==> src/rtl/spi_phase_sequencer.sv <==
// Phase-code sequencer feeding the SPI/SRAM control decoder: walks phases 1..LAST_PHASE, two clocks each.
// Optional stall input is compiled in when PHASE_STALL_EN is defined.
module spi_phase_sequencer #(
  parameter int LAST_PHASE = 20,
  parameter int IDLE_GAP   = 2
) (
  input  logic clk,
  input  logic rst,
  input  logic start,
  input  logic abort,
`ifdef PHASE_STALL_EN
  input  logic stall,
`endif
  output logic in1,
  output logic in2,
  output logic in3,
  output logic in4,
  output logic in5,
  output logic cout,
  output logic ready,
  output logic busy,
  output logic done,
  output logic aborted
);

  typedef enum logic [1:0] {
    S_IDLE,
    S_RUN,
    S_GAP
  } state_t;

  localparam logic [4:0] LAST_P = 5'(LAST_PHASE);
  localparam logic [3:0] GAP_N  = 4'(IDLE_GAP);

  state_t     state_q, state_d;
  logic [4:0] phase_q, phase_d;
  logic       cout_q, cout_d;
  logic       done_q, done_d;
  logic       aborted_q, aborted_d;
  logic [3:0] gap_q, gap_d;
  logic       stall_w;

`ifdef PHASE_STALL_EN
  assign stall_w = stall;
`else
  assign stall_w = 1'b0;
`endif

  always_ff @(posedge clk) begin
    if (rst) begin
      state_q   <= S_IDLE;
      phase_q   <= '0;
      cout_q    <= 1'b0;
      done_q    <= 1'b0;
      aborted_q <= 1'b0;
      gap_q     <= '0;
    end else begin
      state_q   <= state_d;
      phase_q   <= phase_d;
      cout_q    <= cout_d;
      done_q    <= done_d;
      aborted_q <= aborted_d;
      gap_q     <= gap_d;
    end
  end

  always_comb begin
    state_d   = state_q;
    phase_d   = phase_q;
    cout_d    = cout_q;
    done_d    = 1'b0;
    aborted_d = aborted_q;
    gap_d     = gap_q;
    case (state_q)
      S_IDLE: begin
        phase_d = '0;
        cout_d  = 1'b0;
        gap_d   = '0;
        if (start) begin
          state_d   = S_RUN;
          phase_d   = 5'd1;
          aborted_d = 1'b0;
        end
      end
      S_RUN: begin
        if (!stall_w) begin
          // Abort jumps straight to the cleanup phase so it still gets its full two clocks.
          if (abort && (phase_q < LAST_P)) begin
            phase_d   = LAST_P;
            cout_d    = 1'b0;
            aborted_d = 1'b1;
          end else if (!cout_q) begin
            cout_d = 1'b1;
          end else if (phase_q < LAST_P) begin
            phase_d = phase_q + 5'd1;
            cout_d  = 1'b0;
          end else begin
            phase_d = '0;
            cout_d  = 1'b0;
            done_d  = 1'b1;
            state_d = S_GAP;
            gap_d   = 4'd1;
          end
        end
      end
      S_GAP: begin
        // gap_q already counts the done cycle as the first gap clock.
        if (gap_q >= GAP_N) begin
          state_d = S_IDLE;
          gap_d   = '0;
        end else begin
          gap_d = gap_q + 4'd1;
        end
      end
      default: state_d = S_IDLE;
    endcase
  end

  assign {in1, in2, in3, in4, in5} = phase_q;
  assign cout    = cout_q;
  assign ready   = (state_q == S_IDLE);
  assign busy    = (state_q == S_RUN);
  assign done    = done_q;
  assign aborted = aborted_q;

endmodule

==> config.mk <==
export PLATFORM = sky130hd
export DESIGN_NAME = spi_phase_sequencer
export DESIGN_NICKNAME = d
export VERILOG_FILES = /design/src/rtl/spi_phase_sequencer.sv
export SDC_FILE = /design/constraint.sdc
export NUM_CORES = 1
export LEC_CHECK = 0
export CORE_UTILIZATION = 51
export CTS_CLUSTER_DIAMETER = 60
export CTS_CLUSTER_SIZE = 20
export DETAILED_ROUTE_END_ITERATION = 7
export GPL_TIMING_DRIVEN = 0
export PLACE_DENSITY = 0.77
export SETUP_SLACK_MARGIN = 0.4
export SYNTH_ARGS = -nofsm -noshare
export SYNTH_HDL_FRONTEND = slang
export SYNTH_SLANG_ARGS = --single-unit
==> constraint.sdc <==
create_clock -name clk -period 1.8 [get_ports clk]
set_clock_uncertainty 0.05 [all_clocks]
set_input_delay 0.27 -clock clk [delete_from_list [all_inputs] [get_ports clk]]
set_output_delay 0.27 -clock clk [all_outputs]
set_load 0.01 [all_outputs]
==> results of run 1 <==
[report_power, final]
| group | internal (W) | total, W | leakage (nW) | switching [W] |
|---|---|---|---|---|
| clock | 0.0000775 | 0.000172 | 0.0138 | 0.0000941 |
| sequential | 0.000385 | 0.000471 | 0.119 | 0.0000859 |
| combinational | 0.000456 | 0.000924 | 0.326 | 0.000468 |
[state kept, by name (all words and copies together) (netlist names)]
name and count:
aborted 1, cout 1, done 1, gap_q 4
phase_q 5, state_q 2
[area by class of cell]
class | count | area (um^2)
Multi-Input combinational cell | 72 | 602
Fill cell | 116 | 378
Sequential cell | 14 | 302
Timing Repair Buffer | 18 | 151
Inverter | 7 | 28.8
Clock buffer | 3 | 22.5
Buffer | 3 | 20.0
Tap cell | 16 | 20.0
[logic make-up after synthesis]
kind of cell | synth area share, %
simple gates | 21.6
compound gates | 25.5
flops | 33.0
buf+inv | 5.45
fa+ha+maj | 10.3
mux | 4.12
[layer usage]
metal | global-route usage, % | share of wire (%)
met3 | 8.09 | 5.3
met1 | 30.8 | 45
met4 | 6.25 | 1.8
met5 | 0 | 0
met2 | 38.2 | 48
[repair_timing]
item                       CTS  global route
resized for setup           31             5
pin swaps                    8             6
setup endpoints to repair   21            13
setup buffers                4             1
[metrics by stage]
stage	worst slack (ns)	power, W	util, %	area, um^2	cells
after floorplan	0.282	0.00102	-	870	96
after global placement	0.216	0.00123	66.9	1020	125
after detailed placement	0.193	0.00124	66.9	1020	125
after CTS	0.222	0.00152	74.2	1130	132
after global routing	0.142	0.00168	75.2	1150	133
final	0.221	0.00157	75.2	1150	133
[final timing paths]
| check | end | slack (ns) | start | cells past startpoint |
|---|---|---|---|---|
| worst max-delay path | phase_q[2]$_SDFFE_PP0P_ | 0.22 | state_q[1]$_SDFFE_PP0P_ | 6 |
| worst min-delay path | aborted$_SDFFE_PP0P_ | 0.44 | aborted$_SDFFE_PP0P_ | 2 |
| worst max register to register | phase_q[2]$_SDFFE_PP0P_ | 0.22 | state_q[1]$_SDFFE_PP0P_ | 6 |
| worst min register to register | aborted$_SDFFE_PP0P_ | 0.44 | aborted$_SDFFE_PP0P_ | 2 |
[worst min-delay path, cell delays in order, from the launching register on]
cell      delay (ns)
dfxtp_1         0.32
inv_1           0.05
a221oi_1        0.07
[cells in the mapped netlist, types with 2 or more instances]
library cell,n
a31oi_1,3
a221oi_2,2
a21oi_1,7
nor3b_1,2
nor2_1,5
nand2b_1,2
and2_1,2
o21ai_0,5
mux2i_1,2
a221oi_1,2
o21ai_2,2
nor3_1,3
nand2_1,6
ha_1,7
nand3_1,9
inv_1,7
dfxtp_1,14
==> impl_metrics.py, run 1 <==
metrics = {
    "worst_setup_path": {
        "critPathSlowestCell": "dfxtp_2",
        "worstSetupStartpointType": "register",
        "criticalPathCategory": "register to register",
        "cp-end-kind": "register",
        "cp_num_buf_inv": 2,
        "cp_top_family": "compound AO/OA/AOI/OAI gates",
        "crit_path_max_incr_delay_ns": 0.36,
        "path_cells": "inv_4, ha_4, buf_6, mux2_4, a31o_4, a221oi_2",
        "critical_path.max_fanout": 5,
        "crit_arrival_ns": 1.72,
        "cp.required_ns": 1.94,
    },
    "floorplan": {
        "chipWidth_um": 42.8,
        "rows": 14,
        "core_um2": 1520,
        "start_util_pct": 55.7,
        "ios": 14,
        "dieArea_um2": 1830,
        "die_h_um": 42.8,
    },
    "cts": {
        "cts_buffers": 3,
        "ctsRootBufferMaster": "clkbuf_4",
        "worstSkewPairLatency_ns": 0.28,
        "cts_buffer_depth": 2,
        "postCtsHoldBufs": 0,
        "cts_tree": "yes",
        "clock-sinks": 14,
        "clk_pin_slew_ns": 0.08,
        "htreeDepth": 1,
    },
    "layout": {
        "syn_to_final_growth_pct": 34.9,
        "nNetsFinal": 130,
        "layout_common_cells": "dlygate4sd2_1, nand3_1, a21oi_1",
        "final_common_cell": "dlygate4sd2_1",
        "num_antenna_cells": 0,
        "drive_gt1_share_pct": 35.9,
    },
    "global_route": {
        "grt_start_max_net_pins": 11,
        "grt_pass1_wl_um": 3330,
        "globalRouteTotalUtil_pct": 24.0,
        "grt_pass1_vias": 753,
        "antenna_found_initial": 0,
        "grt_overflow": 0,
    },
    "routing": {
        "via_per_inst": 5.94,
        "first_pass_iters": 4,
        "totalWireLength_um": 1910,
        "wl_per_cell_um": 14.4,
        "drtIter0Drc": 14,
        "final_antenna_net_count": 0,
        "drc": 0,
        "route.vias.total": 790,
    },
    "logic_synthesis": {
        "async_flop_share_pct": 0,
        "synth_seq_cells": 14,
        "synthCells": 96,
        "synth_area_leaders": "dfxtp_1, ha_1, nand3_1",
        "ys_warn_count": 0,
        "yosysSeqAreaShare_pct": 33.0,
        "syn_avg_cell_area_um2": 8.85,
        "ys_types": 33,
        "synth_flop_cell": "dfxtp_1",
        "yosys.area.top_type": "dfxtp_1",
        "syn-num-nets": 107,
        "synth_edf_count": 0,
        "synth_top_area_share_pct": 33.0,
        "netlist_area_um2": 850,
    },
    "run_status": {
        "outcome": "finished, final reports clean",
    },
    "sta": {
        "period_minus_slack_ns": 1.58,
        "timing.hold.ws_ns": 0.444,
        "timing.fmax_mhz": 633,
        "setup_tns_ns": 0,
        "rsz0062_at_grt": "true",
        "drv_slew": 0,
        "fin_crit_sh_pct": 87.7,
        "tightest_slew_ns": 0.509,
        "setup_violations": 0,
        "hold_violations": 0,
        "slew_headroom_pct": 66.1,
    },
    "pwr": {
        "power_density_nw_per_um2": 1370,
        "vdd_ir_drop_max_uv": 1020,
        "p_leak_nw": 0.458,
    },
    "placed_design": {
        "io_buffers": 13,
        "routabilityCongestion": 0.799,
        "dp_hpwl_um": 1340,
    },
    "worst_hold_path": {
        "min_path_type": "register to register",
    },
    "flow_run": {
        "maxCapViolCount": 0,
    },
}
No activity file was read; power rests on OpenSTA's default activity.
==> run 2: changes to the inputs <==
--- a/config.mk
+++ b/config.mk
@@ -5,12 +5,12 @@
 export SDC_FILE = /design/constraint.sdc
 export NUM_CORES = 1
 export LEC_CHECK = 0
-export CORE_UTILIZATION = 51
+export CORE_UTILIZATION = 46
 export CTS_CLUSTER_DIAMETER = 60
 export CTS_CLUSTER_SIZE = 20
 export DETAILED_ROUTE_END_ITERATION = 7
 export GPL_TIMING_DRIVEN = 0
-export PLACE_DENSITY = 0.77
+export PLACE_DENSITY = 0.73
 export SETUP_SLACK_MARGIN = 0.4
 export SYNTH_ARGS = -nofsm -noshare
 export SYNTH_HDL_FRONTEND = slang
==> constraint.sdc (replaced) <==
create_clock -name clk -period 1.4 [get_ports clk]
set_clock_uncertainty 0.05 [all_clocks]
set_input_delay 0.21 -clock clk [delete_from_list [all_inputs] [get_ports clk]]
set_output_delay 0.21 -clock clk [all_outputs]
set_load 0.01 [all_outputs]
==> impl_metrics.py, run 2 (synthesis results as in run 1) <==
metrics = {
    "worst_setup_path": {
        "path_cells": "inv_4, ha_4, buf_6, mux2_4, a31o_4, nand3_1, a21oi_2",
        "critPathSlowestCell": "dfxtp_4",
        "crit_arrival_ns": 1.73,
        "cp.required_ns": 1.53,
        "crit_path_max_incr_delay_ns": 0.37,
        "criticalPathCategory": "register to register",
        "cp_num_buf_inv": 2,
        "critical_path.max_fanout": 5,
        "worstSetupStartpointType": "register",
        "cp_top_family": "flip-flops",
        "cp-end-kind": "register",
    },
    "sta": {
        "hold_violations": 0,
        "slew_headroom_pct": 69.2,
        "drv_slew": 0,
        "setup_violations": 11,
        "rsz0062_at_grt": "true",
        "period_minus_slack_ns": 1.61,
        "fin_ws_ns": -0.208,
        "timing.fmax_mhz": 622,
        "fin_crit_sh_pct": 115,
        "tightest_slew_ns": 0.462,
    },
    "cts": {
        "htreeDepth": 1,
        "ctsRootBufferMaster": "clkbuf_4",
        "cts_buffer_depth": 2,
        "clk_pin_slew_ns": 0.09,
        "cts_tree": "yes",
        "clock-sinks": 14,
        "cts_buffers": 3,
        "worstSkewPairLatency_ns": 0.29,
    },
    "layout": {
        "largest_register": "phase_q",
        "top_regs": "phase_q x5, gap_q x4, state_q x2",
        "num_antenna_cells": 0,
        "syn_to_final_growth_pct": 67.6,
        "fin_util_pct": 82.5,
        "nFillCells": 99,
        "drive_gt1_share_pct": 58.0,
        "largest_reg_flops": 5,
        "nNetsFinal": 143,
        "layout_common_cells": "buf_6, buf_4, dfxtp_4",
    },
    "pwr": {
        "p_sw_share_pct": 43.0,
        "p_sw_w": 0.00110,
        "total_power_w": 0.00255,
        "power_density_nw_per_um2": 1790,
        "p_leak_nw": 0.542,
        "pwr-share-seq_pct": 24.5,
        "power.share.clock_pct": 12.0,
        "pwr-share-comb_pct": 63.5,
        "p_int_w": 0.00145,
        "vdd_ir_drop_max_uv": 1410,
    },
    "floorplan": {
        "chipWidth_um": 45.0,
        "die_h_um": 45.0,
        "rows": 15,
        "start_util_pct": 49.2,
        "dieArea_um2": 2020,
        "core_um2": 1730,
        "ios": 14,
    },
    "worst_hold_path": {
        "min_path_type": "register to register",
    },
    "flow_run": {
        "maxCapViolCount": 0,
    },
    "global_route": {
        "grt_overflow": 0,
        "grt_pass1_wl_um": 3930,
        "grt_start_max_net_pins": 11,
        "grt_pass1_vias": 842,
        "globalRouteTotalUtil_pct": 27.5,
        "antenna_found_initial": 0,
    },
    "placed_design": {
        "dp_hpwl_um": 1320,
        "io_buffers": 13,
        "routabilityCongestion": 0.847,
    },
    "routing": {
        "route.vias.total": 938,
        "drtIter0Drc": 47,
        "drc": 0,
        "totalWireLength_um": 2850,
        "via_per_inst": 6.01,
        "final_antenna_net_count": 0,
        "wl_per_cell_um": 18.3,
        "first_pass_iters": 4,
    },
    "run_status": {
        "violations": "setup timing",
        "outcome": "finished with violations",
    },
}
[run 2: changes by cell type in the layout (fill, tap and decap cells not counted), moves of 3 or more]
cell and change:
nand3_1 -3, dfxtp_4 +3, dlygate4sd2_1 -9, buf_4 +8
buf_6 +12
[run 2: path summary, 6_finish.rpt]
check / start / to / slack (ns) / cells past startpoint
worst min-delay path: gap_q[0]$_SDFFE_PP0P_ / gap_q[0]$_SDFFE_PP0P_ / 0.46 / 2
worst min register to register: gap_q[0]$_SDFFE_PP0P_ / gap_q[0]$_SDFFE_PP0P_ / 0.46 / 2
worst max-delay path: state_q[1]$_SDFFE_PP0P_ / phase_q[1]$_SDFFE_PP0P_ / -0.21 / 7
worst max register to register: state_q[1]$_SDFFE_PP0P_ / phase_q[1]$_SDFFE_PP0P_ / -0.21 / 7
[run 2: power by group through the flow]
stage	sequential [W]	combinational (W)	clock [W]
floorplan	0.000593	0.000728	0
global placement	0.000591	0.00101	0
detailed placement	0.000597	0.00101	0
CTS	0.000600	0.00141	0.000317
global route	0.000628	0.00170	0.000324
finish	0.000625	0.00162	0.000306
[run 2: metal layers]
layer  routed length (um)  share of wire (%)  global-route usage (%)
met3                  183                6.4                    5.60
met5                    0                  0                       0
met2                 1370                 48                    41.4
met1                 1170                 41                    34.2
met4                  129                4.5                    21.2
[run 2: what timing repair did]
action / in CTS / in global routing
pin swaps: 7 / 6
gates cloned: 0 / 0
setup endpoints to repair: 24 / 24
hold buffers: 0 / 0
resized for setup: 76 / 16
buffers inserted: 16 / 2
[run 2: worst reg2reg max path, stage by stage, from the launching register on]
cell     delay (ns)
dfxtp_4        0.37
inv_4          0.05
ha_4           0.15
buf_6          0.11
mux2_4         0.32
a31o_4         0.24
nand3_1        0.12
a21oi_2        0.08
[run 2: stage by stage]
| step | hold WS [ns] | TNS, ns | worst slack, ns | cells | instance area, um^2 |
|---|---|---|---|---|---|
| floorplan | 0.219 | -0.498 | -0.118 | 96 | 897 |
| global placement | 0.425 | -1.58 | -0.165 | 134 | 1060 |
| detailed placement | 0.434 | -1.71 | -0.204 | 134 | 1060 |
| CTS | 0.444 | -0.906 | -0.156 | 154 | 1340 |
| global route | 0.478 | -1.96 | -0.240 | 156 | 1420 |
| finish | 0.457 | -1.39 | -0.208 | 156 | 1420 |
[run 2: cell type report]
class	instances	area (um^2)	share of cell area, %
multi-input combinational	72	699	49.1
sequential	14	312	21.9
timing repair buffer	31	283	19.9
clock buffer	4	36.3	2.55
buffer	3	31.3	2.20
inverter	7	31.3	2.20
tap	25	31.3	2.20
